<file path="src/rtl/uart_pkg.sv">
// Shared register offsets, response codes and FSM state types for the UART AXI-lite slave.
package uart_pkg;

   localparam logic [11:0] OFF_TXDATA  = 12'h000;
   localparam logic [11:0] OFF_STATUS  = 12'h004;
   localparam logic [11:0] OFF_DIVISOR = 12'h008;

   localparam logic RESP_OKAY = 1'b0;
   localparam logic RESP_ERR  = 1'b1;

   typedef enum logic [1:0] {S_IDLE, S_START, S_DATA, S_STOP} ser_state_t;
   typedef enum logic {R_IDLE, R_RESP} rd_state_t;
   typedef enum logic {W_IDLE, W_RESP} wr_state_t;

endpackage

</file>
<file path="src/rtl/sync_fifo.sv">
// Single-clock FIFO with show-ahead read data and wrap-bit pointers.
module sync_fifo #(
   parameter int unsigned WIDTH = 8,
   parameter int unsigned DEPTH = 8
) (
   input  logic                     clk,
   input  logic                     rst,
   input  logic                     push,
   input  logic                     pop,
   input  logic [WIDTH-1:0]         din,
   output logic [WIDTH-1:0]         dout,
   output logic                     full,
   output logic                     empty,
   output logic [$clog2(DEPTH):0]   count
);

   localparam int unsigned AW = $clog2(DEPTH);

   logic [AW:0]      wptr;
   logic [AW:0]      rptr;
   logic [WIDTH-1:0] mem [DEPTH];
   logic             do_push;
   logic             do_pop;

   assign do_push = push && !full;
   assign do_pop  = pop && !empty;

   always_ff @(posedge clk or negedge rst) begin
      if (!rst) begin
         wptr <= '0;
         rptr <= '0;
      end else begin
         if (do_push) wptr <= wptr + 1'b1;
         if (do_pop)  rptr <= rptr + 1'b1;
      end
   end

   always_ff @(posedge clk) begin
      if (do_push) mem[wptr[AW-1:0]] <= din;
   end

   assign dout  = mem[rptr[AW-1:0]];
   assign empty = (wptr == rptr);
   assign full  = (wptr[AW] != rptr[AW]) && (wptr[AW-1:0] == rptr[AW-1:0]);
   assign count = wptr - rptr;

endmodule

</file>
<file path="src/rtl/uart_axil_slave.sv">
// AXI-lite register front end for an 8N1 UART transmitter with a TX byte FIFO.
module uart_axil_slave
   import uart_pkg::*;
#(
   parameter int unsigned FIFO_DEPTH = 8,
   parameter logic [15:0] DIV_RESET  = 16'd16
) (
   input  logic        clk,
   input  logic        rst,
   input  logic [31:0] araddr,
   input  logic        arvalid,
   output logic        arready,
   input  logic        rready,
   output logic [31:0] rdata,
   output logic        rresp,
   output logic        rvalid,
   input  logic [31:0] awaddr,
   input  logic        awvalid,
   output logic        awready,
   input  logic [31:0] wdata,
   input  logic [31:0] wstrb,
   input  logic        wvalid,
   output logic        wready,
   input  logic        bready,
   output logic        bresp,
   output logic        bvalid,
   output logic        tx
);

   localparam int unsigned CW = $clog2(FIFO_DEPTH) + 1;

   rd_state_t  r_state, r_next;
   wr_state_t  w_state, w_next;
   ser_state_t s_state, s_next;

   logic          ar_fire, w_fire;
   logic [31:0]   rd_data_d;
   logic          rd_resp_d, wr_resp_d;
   logic [15:0]   divisor;
   logic          fifo_push, fifo_pop, fifo_full, fifo_empty;
   logic [7:0]    fifo_dout;
   logic [CW-1:0] fifo_count;
   logic          ser_busy, bit_end;
   logic [15:0]   ser_cnt, div_lat;
   logic [2:0]    bit_idx;
   logic [7:0]    shift;
   logic          unused_bits;

   assign unused_bits = ^{araddr[31:12], awaddr[31:12], wstrb[31:4], wdata[31:16]};

   sync_fifo #(.WIDTH(8), .DEPTH(FIFO_DEPTH)) u_fifo (
      .clk   (clk),
      .rst   (rst),
      .push  (fifo_push),
      .pop   (fifo_pop),
      .din   (wdata[7:0]),
      .dout  (fifo_dout),
      .full  (fifo_full),
      .empty (fifo_empty),
      .count (fifo_count)
   );

   // ---------------- read channel ----------------
   always_ff @(posedge clk or negedge rst) begin
      if (!rst) r_state <= R_IDLE;
      else      r_state <= r_next;
   end

   always_comb begin
      r_next  = r_state;
      arready = 1'b0;
      rvalid  = 1'b0;
      ar_fire = 1'b0;
      case (r_state)
         R_IDLE: begin
            arready = 1'b1;
            if (arvalid) begin
               ar_fire = 1'b1;
               r_next  = R_RESP;
            end
         end
         R_RESP: begin
            rvalid = 1'b1;
            if (rready) r_next = R_IDLE;
         end
         default: r_next = R_IDLE;
      endcase
   end

   // Decode uses current register state, so a same-cycle push is not yet visible.
   always_comb begin
      rd_data_d = '0;
      rd_resp_d = RESP_OKAY;
      case (araddr[11:0])
         OFF_TXDATA:  rd_data_d = '0;
         OFF_STATUS:  rd_data_d = {16'h0, 8'(fifo_count), 5'h0, ser_busy, fifo_empty, fifo_full};
         OFF_DIVISOR: rd_data_d = {16'h0, divisor};
         default:     rd_resp_d = RESP_ERR;
      endcase
   end

   always_ff @(posedge clk or negedge rst) begin
      if (!rst) begin
         rdata <= '0;
         rresp <= RESP_OKAY;
      end else if (ar_fire) begin
         rdata <= rd_data_d;
         rresp <= rd_resp_d;
      end
   end

   // ---------------- write channel ----------------
   always_ff @(posedge clk or negedge rst) begin
      if (!rst) w_state <= W_IDLE;
      else      w_state <= w_next;
   end

   always_comb begin
      w_next  = w_state;
      awready = 1'b0;
      wready  = 1'b0;
      bvalid  = 1'b0;
      w_fire  = 1'b0;
      case (w_state)
         W_IDLE: begin
            awready = 1'b1;
            wready  = 1'b1;
            if (awvalid && wvalid) begin
               w_fire = 1'b1;
               w_next = W_RESP;
            end
         end
         W_RESP: begin
            bvalid = 1'b1;
            if (bready) w_next = W_IDLE;
         end
         default: w_next = W_IDLE;
      endcase
   end

   always_comb begin
      wr_resp_d = RESP_OKAY;
      case (awaddr[11:0])
         OFF_TXDATA:  if (wstrb[0] && fifo_full) wr_resp_d = RESP_ERR;
         OFF_STATUS:  wr_resp_d = RESP_OKAY;
         OFF_DIVISOR: wr_resp_d = RESP_OKAY;
         default:     wr_resp_d = RESP_ERR;
      endcase
   end

   assign fifo_push = w_fire && (awaddr[11:0] == OFF_TXDATA) && wstrb[0] && !fifo_full;

   always_ff @(posedge clk or negedge rst) begin
      if (!rst) begin
         bresp   <= RESP_OKAY;
         divisor <= DIV_RESET;
      end else if (w_fire) begin
         bresp <= wr_resp_d;
         if (awaddr[11:0] == OFF_DIVISOR) begin
            if (wstrb[0]) divisor[7:0]  <= wdata[7:0];
            if (wstrb[1]) divisor[15:8] <= wdata[15:8];
         end
      end
   end

   // ---------------- serializer ----------------
   assign ser_busy = (s_state != S_IDLE);
   assign bit_end  = (ser_cnt == div_lat - 16'd1);

   always_ff @(posedge clk or negedge rst) begin
      if (!rst) s_state <= S_IDLE;
      else      s_state <= s_next;
   end

   // The stop bit's last cycle pops directly into S_START so back-to-back frames have no idle gap.
   always_comb begin
      s_next   = s_state;
      fifo_pop = 1'b0;
      tx       = 1'b1;
      case (s_state)
         S_IDLE: begin
            if (!fifo_empty) begin
               fifo_pop = 1'b1;
               s_next   = S_START;
            end
         end
         S_START: begin
            tx = 1'b0;
            if (bit_end) s_next = S_DATA;
         end
         S_DATA: begin
            tx = shift[0];
            if (bit_end && bit_idx == 3'd7) s_next = S_STOP;
         end
         S_STOP: begin
            if (bit_end) begin
               if (!fifo_empty) begin
                  fifo_pop = 1'b1;
                  s_next   = S_START;
               end else begin
                  s_next = S_IDLE;
               end
            end
         end
         default: s_next = S_IDLE;
      endcase
   end

   always_ff @(posedge clk or negedge rst) begin
      if (!rst) begin
         ser_cnt <= '0;
         bit_idx <= '0;
         shift   <= '0;
         div_lat <= 16'd1;
      end else if (fifo_pop) begin
         shift   <= fifo_dout;
         div_lat <= (divisor == 16'd0) ? 16'd1 : divisor;
         ser_cnt <= '0;
         bit_idx <= '0;
      end else if (s_state != S_IDLE) begin
         if (bit_end) begin
            ser_cnt <= '0;
            if (s_state == S_DATA) begin
               shift   <= shift >> 1;
               bit_idx <= bit_idx + 3'd1;
            end
         end else begin
            ser_cnt <= ser_cnt + 16'd1;
         end
      end
   end

endmodule

</file>
<file path="config.mk">
export PLATFORM = sky130hd
export DESIGN_NAME = uart_axil_slave
export DESIGN_NICKNAME = d
export VERILOG_FILES = /design/src/rtl/uart_pkg.sv /design/src/rtl/sync_fifo.sv /design/src/rtl/uart_axil_slave.sv
export SDC_FILE = /design/constraint.sdc
export NUM_CORES = 1
export LEC_CHECK = 0
export BUFFER_PORTS_ARGS = -buffer_cell sky130_fd_sc_hd__buf_2
export CAP_MARGIN = 20
export CORE_MARGIN = 4
export CORE_UTILIZATION = 45
export DETAILED_ROUTE_END_ITERATION = 12
export PLACE_DENSITY = 0.78
export SLEW_MARGIN = 20
export SYNTH_ARGS = -nofsm -noshare
export SYNTH_HDL_FRONTEND = slang
export SYNTH_SLANG_ARGS = --single-unit
</file>
<file path="constraint.sdc">
create_clock -name clk -period 4.7 [get_ports clk]
set_clock_uncertainty 0.15 [all_clocks]
set_input_delay 0.235 -clock clk [delete_from_list [all_inputs] [get_ports clk]]
set_output_delay 0.235 -clock clk [all_outputs]
set_load 0.01 [all_outputs]
</file>
---- Word-level counts from Yosys, hierarchy flattened ----
Memories as Yosys holds them, arrays and structs flattened.
Index checks and enable logic that the tools add are counted.
storage, ports and cells
  word-level logic and storage cells ...... 104
  input port bits ......................... 135
  memories kept ........................... 1
  bits in writable memories ............... 64
  bits in registers ....................... 105
memories
  memory      depth  width  read ports  clocked after memory_dff  wr ports  line             text
  u_fifo.mem  8      8      1           0                         1         sync_fifo.sv:21  logic [WIDTH-1:0] mem [DEPTH];
operators by class
  $add $sub $neg .......................... 6
  mux-type cells .......................... 40
  reductions and logical operators ........ 25
  eq/ne operators ......................... 16
  bitwise gates (word level) .............. 2
operators by type and width
  operator               count
  $mux 16                4
  $mux 8                 4
  $pmux 16 s2            1
  $eq 12x3->1 const B    2
  $eq 12x4->1 const B    2
  $logic_not 12->1       2
  $mux 1                 17
  $add 16x1->16 const B  1
  $eq 16x16->1           1
  $logic_not 16->1       1
  $sub 16x1->16 const B  1
  $mux 3                 4
  $pmux 1 s2             5
  $logic_and 1x1->1      9
  $reduce_and 3->1       3
  $add 4x1->4 const B    2
  $mux 2                 4
  $ne 2x2->1 const B     4
  $pmux 2 s4             1
  $reduce_bool 2->1      4
  $eq 2x2->1 const B     2
  $eq 4x4->1             1
  $reduce_and 4->1       1
  $sub 4x4->4            1
  other kinds (10)       12

---- Logic depth before layout (Yosys ltp) ----
  depth in word-level cells ............... 9
  mapped depth ............................ 11
  gate-level depth less buffers ........... 9

---- Hierarchy ----
Synthesis repeated with hierarchy kept, for this count alone.
unflattened totals
  cells, all modules ...................... 614
  area, all modules ....................... 7460.9 um2
modules (own cells, without submodules)
  module           instances  seq. area each (um2)  area each (um2)  cells an instance
  uart_axil_slave  1          2029.4                4470.5           447
  sync_fifo        1          2122.0                2990.4           167

---- Worst setup path after synthesis ----
Ideal clock, no wire load.
  kind .................................... flip-flop to flip-flop
  start ................................... register div_lat[4]
  end ..................................... register u_fifo.rptr[1]
  stages on the path, launching flop included .. 9
  period minus slack after synthesis ...... 3342 ps
  data arrival time ....................... 3064 ps
  setup time .............................. 128 ps
  path slack .............................. 1358 ps
  path buffers ............................ 1
  path through ............................ dfrtp_1 or4_4 or4_1 a21oi_1 or4b_4 a2111oi_4 o21ai_2 buf_6 mux2_1
on the way
  longest elaborated chain between the ends .. 5
RTL lines
  what                    line                    text
  start, declared         uart_axil_slave.sv:44   logic [15:0] ser_cnt, div_lat;
  start signal, assigned  uart_axil_slave.sv:217  div_lat <= (divisor == 16'd0) ? 16'd1 : divisor;
  $sub 16x1->16           uart_axil_slave.sv:168  assign bit_end = (ser_cnt == div_lat - 16'd1);
  $eq 16x16->1            uart_axil_slave.sv:168
  $mux 1                  uart_axil_slave.sv:196  if (bit_end) begin
  $pmux 1 s2              uart_axil_slave.sv:180  case (s_state)
  $logic_and 1x1->1       sync_fifo.sv:26         assign do_pop = pop && !empty;
  end signal, assigned    sync_fifo.sv:34         if (do_pop) rptr <= rptr + 1'b1;
  end, declared           sync_fifo.sv:20         logic [AW:0] rptr;
Every way passes these cells.
A chain may end at the register's enable or synchronous reset.

---- Worst setup path in the final report ----
  start ................................... register div_lat[4]
  end ..................................... register shift[1]
on the way
  longest elaborated chain between the ends .. 6
  elaborated cells on any way between the ends .. 9
RTL lines
  what                         line                    text
  $sub 16x1->16 *              uart_axil_slave.sv:168
  $eq 16x16->1 *               uart_axil_slave.sv:168
  $mux 1                       uart_axil_slave.sv:196
  $pmux 1 s2                   uart_axil_slave.sv:180
  $reduce_bool 2->1 (no line)  -
  $reduce_and 3->1 (no line)   -
  end signal, assigned         uart_axil_slave.sv:216  shift <= fifo_dout;
  end signal, assigned         uart_axil_slave.sv:224  shift <= shift >> 1;
  end, declared                uart_axil_slave.sv:46   logic [7:0] shift;
Every way passes the cells marked *; elsewhere a longest branch is shown, timed or not.

==> results.md <==
* Outcome: complete, no violations
* Hold path endpoint: u_fifo.mem[3][1]
* Syn Area/Cell at 13.4 sq um
* Dpl hpwl at 11.0 mm
* Initial antenna violation count at 0
* Final Cycle Share at 0.898
* Leakage at 0.00379 uW
* Min-Delay Path Depth at 1
* Crit Reg-Reg Startpoint: div_lat[4]
* Worst Path Max Fanout at 19
* Core footprint at 15900 sq um
* Port bufs at 72
* Top_reg_cell synth: dfrtp_1
* Initial Util at 0.458
* Setup crit start kind: flip-flop
* Gpl congestion at 0.885
* Clock tree buffer depth at 2
* Vias in the first global route at 5114
* Ys Warns at 0
* WL/cell at approximately 19 um
* Root buffer cell: clkbuf_16
* RR Endpoint: shift[1]
* Clk Latency, worst-skew pair at 0.42 ns
* Drt drc at 0
* Fillers at 1252
* DRT Pass-1 Iters at 4
* Area delta synth->final at 18.3%
* Global routing's busiest layer: met2
* Yosys cell types at 67
* Share of cells above drive strength 1 at 0.240
* Met1 global-route usage at 0.235
* Routed vias/inst at 5.58
* Fin. Hold Viols at 0
* Flops & latches, synth at 153
* Pwr dens at 481 nW/um^2
* Critical Path End Type: flip-flop
* TritonCTS Buffers at 17
* Worst Hold Class: in2reg
* Core Util, Final at 0.542
* WS Path Type: reg2reg
* Worst VDD drop at between 0.0002 and 0.0003 V
* Final ANT Viol Nets at 0
* Max Cap Viol at 0
* Total gr overflow at 0
* Met2 Usage GRT at 0.313
* Final Max Slew Viols at 0
* GRT Total Usage at 0.186
* Post-synth ARST share at 0.582
* Worst path required time at between 4 and 5 ns
* First-pass GRT wire length at 26.5 mm
* Area occupied by multi-input gates at 2880 sq um
* Slew headroom at 0.328
* Antenna diodes at 0
* Syn Std Cell Area at between 7000 and 8000 sq um
* Critical path arrival at 4.41 ns
* Die W at 135 um
* Cells after synthesis at 543
* Hold_sp: wdata[1]
* Met3 usage at 0.0440
* Io pins at 175
* Sequential-to-total area share from yosys stat at 0.571
* WL final at between 15 and 20 mm
* R2R Setup Slk at 0.48 ns
* Post-synth EDFFs at 64
* CTS sink cnt at 153
* Post-layout min period at ~4.2 ns
* RSZ-0062 raised after global routing: no
* Vias at 4856
* CTS clock-pin slew for the worst setup and hold paths at ~0.07 ns
* FMAX at approximately 240 MHz
* DR iter-0 viols at 403
* Placement Rows at 46
* Die area at 18300 sq um
* DIE HEIGHT at 135 um
* Post-CTS Setup Bufs at 0
* Final-stage net count at about 790
* Htree depth at 4
* Endpoints failing setup at 0
* Register area at 4150 sq um
* Hold Slack at 0.0210 ns
* CTS tree: built
* Maximum number of pins on one net before global-route repair at 90
* Setup TNS at 0 ns
* Least-Margin Pin Slew at 1.01 ns
* R2R depth at 8
where the power goes:
group	leakage (uW)	internal (uW)	total, uW	switching [uW]
Sequential	0.00176	1490	1560	70.6
Combinational	0.00174	535	1200	662
Clock	0.000295	806	1390	579
placed cells by master (no fill, tap or decap), drive strengths merged, types with 12 or more instances in the layout:
cell	instances
buf	80
dfrtp	87
conb	16
ha	14
nor3	12
nand2	23
xnor2	25
mux2	36
mux4	16
mux2i	25
xor2	15
inv	27
dlygate4sd3	19
nor2	31
o21ai	13
edfxtp	64
nor4	13
clkbuf	18
worst max path at each step:
stage / endpoint / cells past startpoint / startpoint / slack [ns]
floorplan: u_fifo.rptr[1] / 8 / div_lat[4] / 1.36
global placement: shift[1] / 8 / div_lat[4] / 0.68
detailed placement: shift[1] / 8 / div_lat[4] / 0.54
CTS: shift[7] / 8 / div_lat[4] / 0.52
global route: shift[1] / 8 / div_lat[4] / 0.28
finish: shift[1] / 8 / div_lat[4] / 0.48
synth_stat cells, types with 7 or more instances:
| master | count | area, sq um |
|---|---|---|
| dfrtp_1 | 87 | 2180 |
| edfxtp_1 | 64 | 1920 |
| nor2_1 | 31 | 116 |
| mux2i_1 | 25 | 250 |
| xnor2_1 | 25 | 219 |
| nand2_1 | 23 | 86.3 |
| inv_1 | 19 | 71.3 |
| mux2_2 | 19 | 214 |
| buf_4 | 17 | 128 |
| mux2_1 | 17 | 191 |
| mux4_2 | 16 | 360 |
| xor2_1 | 15 | 131 |
| ha_1 | 14 | 175 |
| clkbuf_1 | 13 | 48.8 |
| nor4_1 | 13 | 81.3 |
| nor3_1 | 12 | 60.1 |
| a22o_1 | 11 | 96.3 |
| o21ai_0 | 11 | 55.1 |
| nand3_1 | 7 | 35.0 |
| nor3b_1 | 7 | 52.6 |
worst max-delay path, cell delays in order (launching register included):
cell       delay (ns)
dfrtp_1          0.46
nor4_1           0.76
nand3_1          0.33
nor3b_1          0.26
o31ai_1          0.61
a2111oi_4        0.18
o21ai_2          0.81
buf_4            0.36
mux2i_1          0.22
metal layers:
layer	part of all wire	vias up
met5	0	-
met3	0.067	24
met2	0.50	213
met4	0.018	0
li1	-	2201
met1	0.41	2418
state kept, by name, summed over array words and instances, names as in the netlist, 3 cells and up:
signal and flops:
bit_idx 3, div_lat 16, divisor 16, rdata 16, ser_cnt 16, shift 8, u_fifo.mem 64, u_fifo.rptr 4
u_fifo.wptr 4
cells by family after synthesis:
| family | synth area share |
|---|---|
| fa+ha+maj | 0.0268 |
| other cells | 0.000516 |
| flops | 0.571 |
| xor+xnor | 0.0482 |
| mux | 0.140 |
| compound gates | 0.0724 |
| buf+inv | 0.0404 |
| simple gates | 0.101 |
per-stage QoR:
step / total power, uW / setup slack (ns) / std cells / area, sq um
global route: 4350 / 0.279 / 870 / 8600
finish: 4140 / 0.478 / 870 / 8600
detailed placement: 2760 / 0.541 / 819 / 7800
CTS: 4160 / 0.516 / 870 / 8600
global placement: 2700 / 0.675 / 819 / 7800
floorplan: 2500 / 1.36 / 558 / 7330
area by class of cell:
cell class | instances | area share
clock buffers | 18 | 0.0499
clock inverters | 14 | 0.0208
inverters | 20 | 0.00872
multi-input cells | 350 | 0.335
flip-flops and latches | 153 | 0.482
well taps | 216 | 0.0314
repair buffers | 99 | 0.0717
timing repair:
item                      4_1_cts  5_1_grt
gates resized for setup         0        0
hold buffers                   19        0
hold endpoints to repair      154        0
Power figures use the tool's default switching activity.
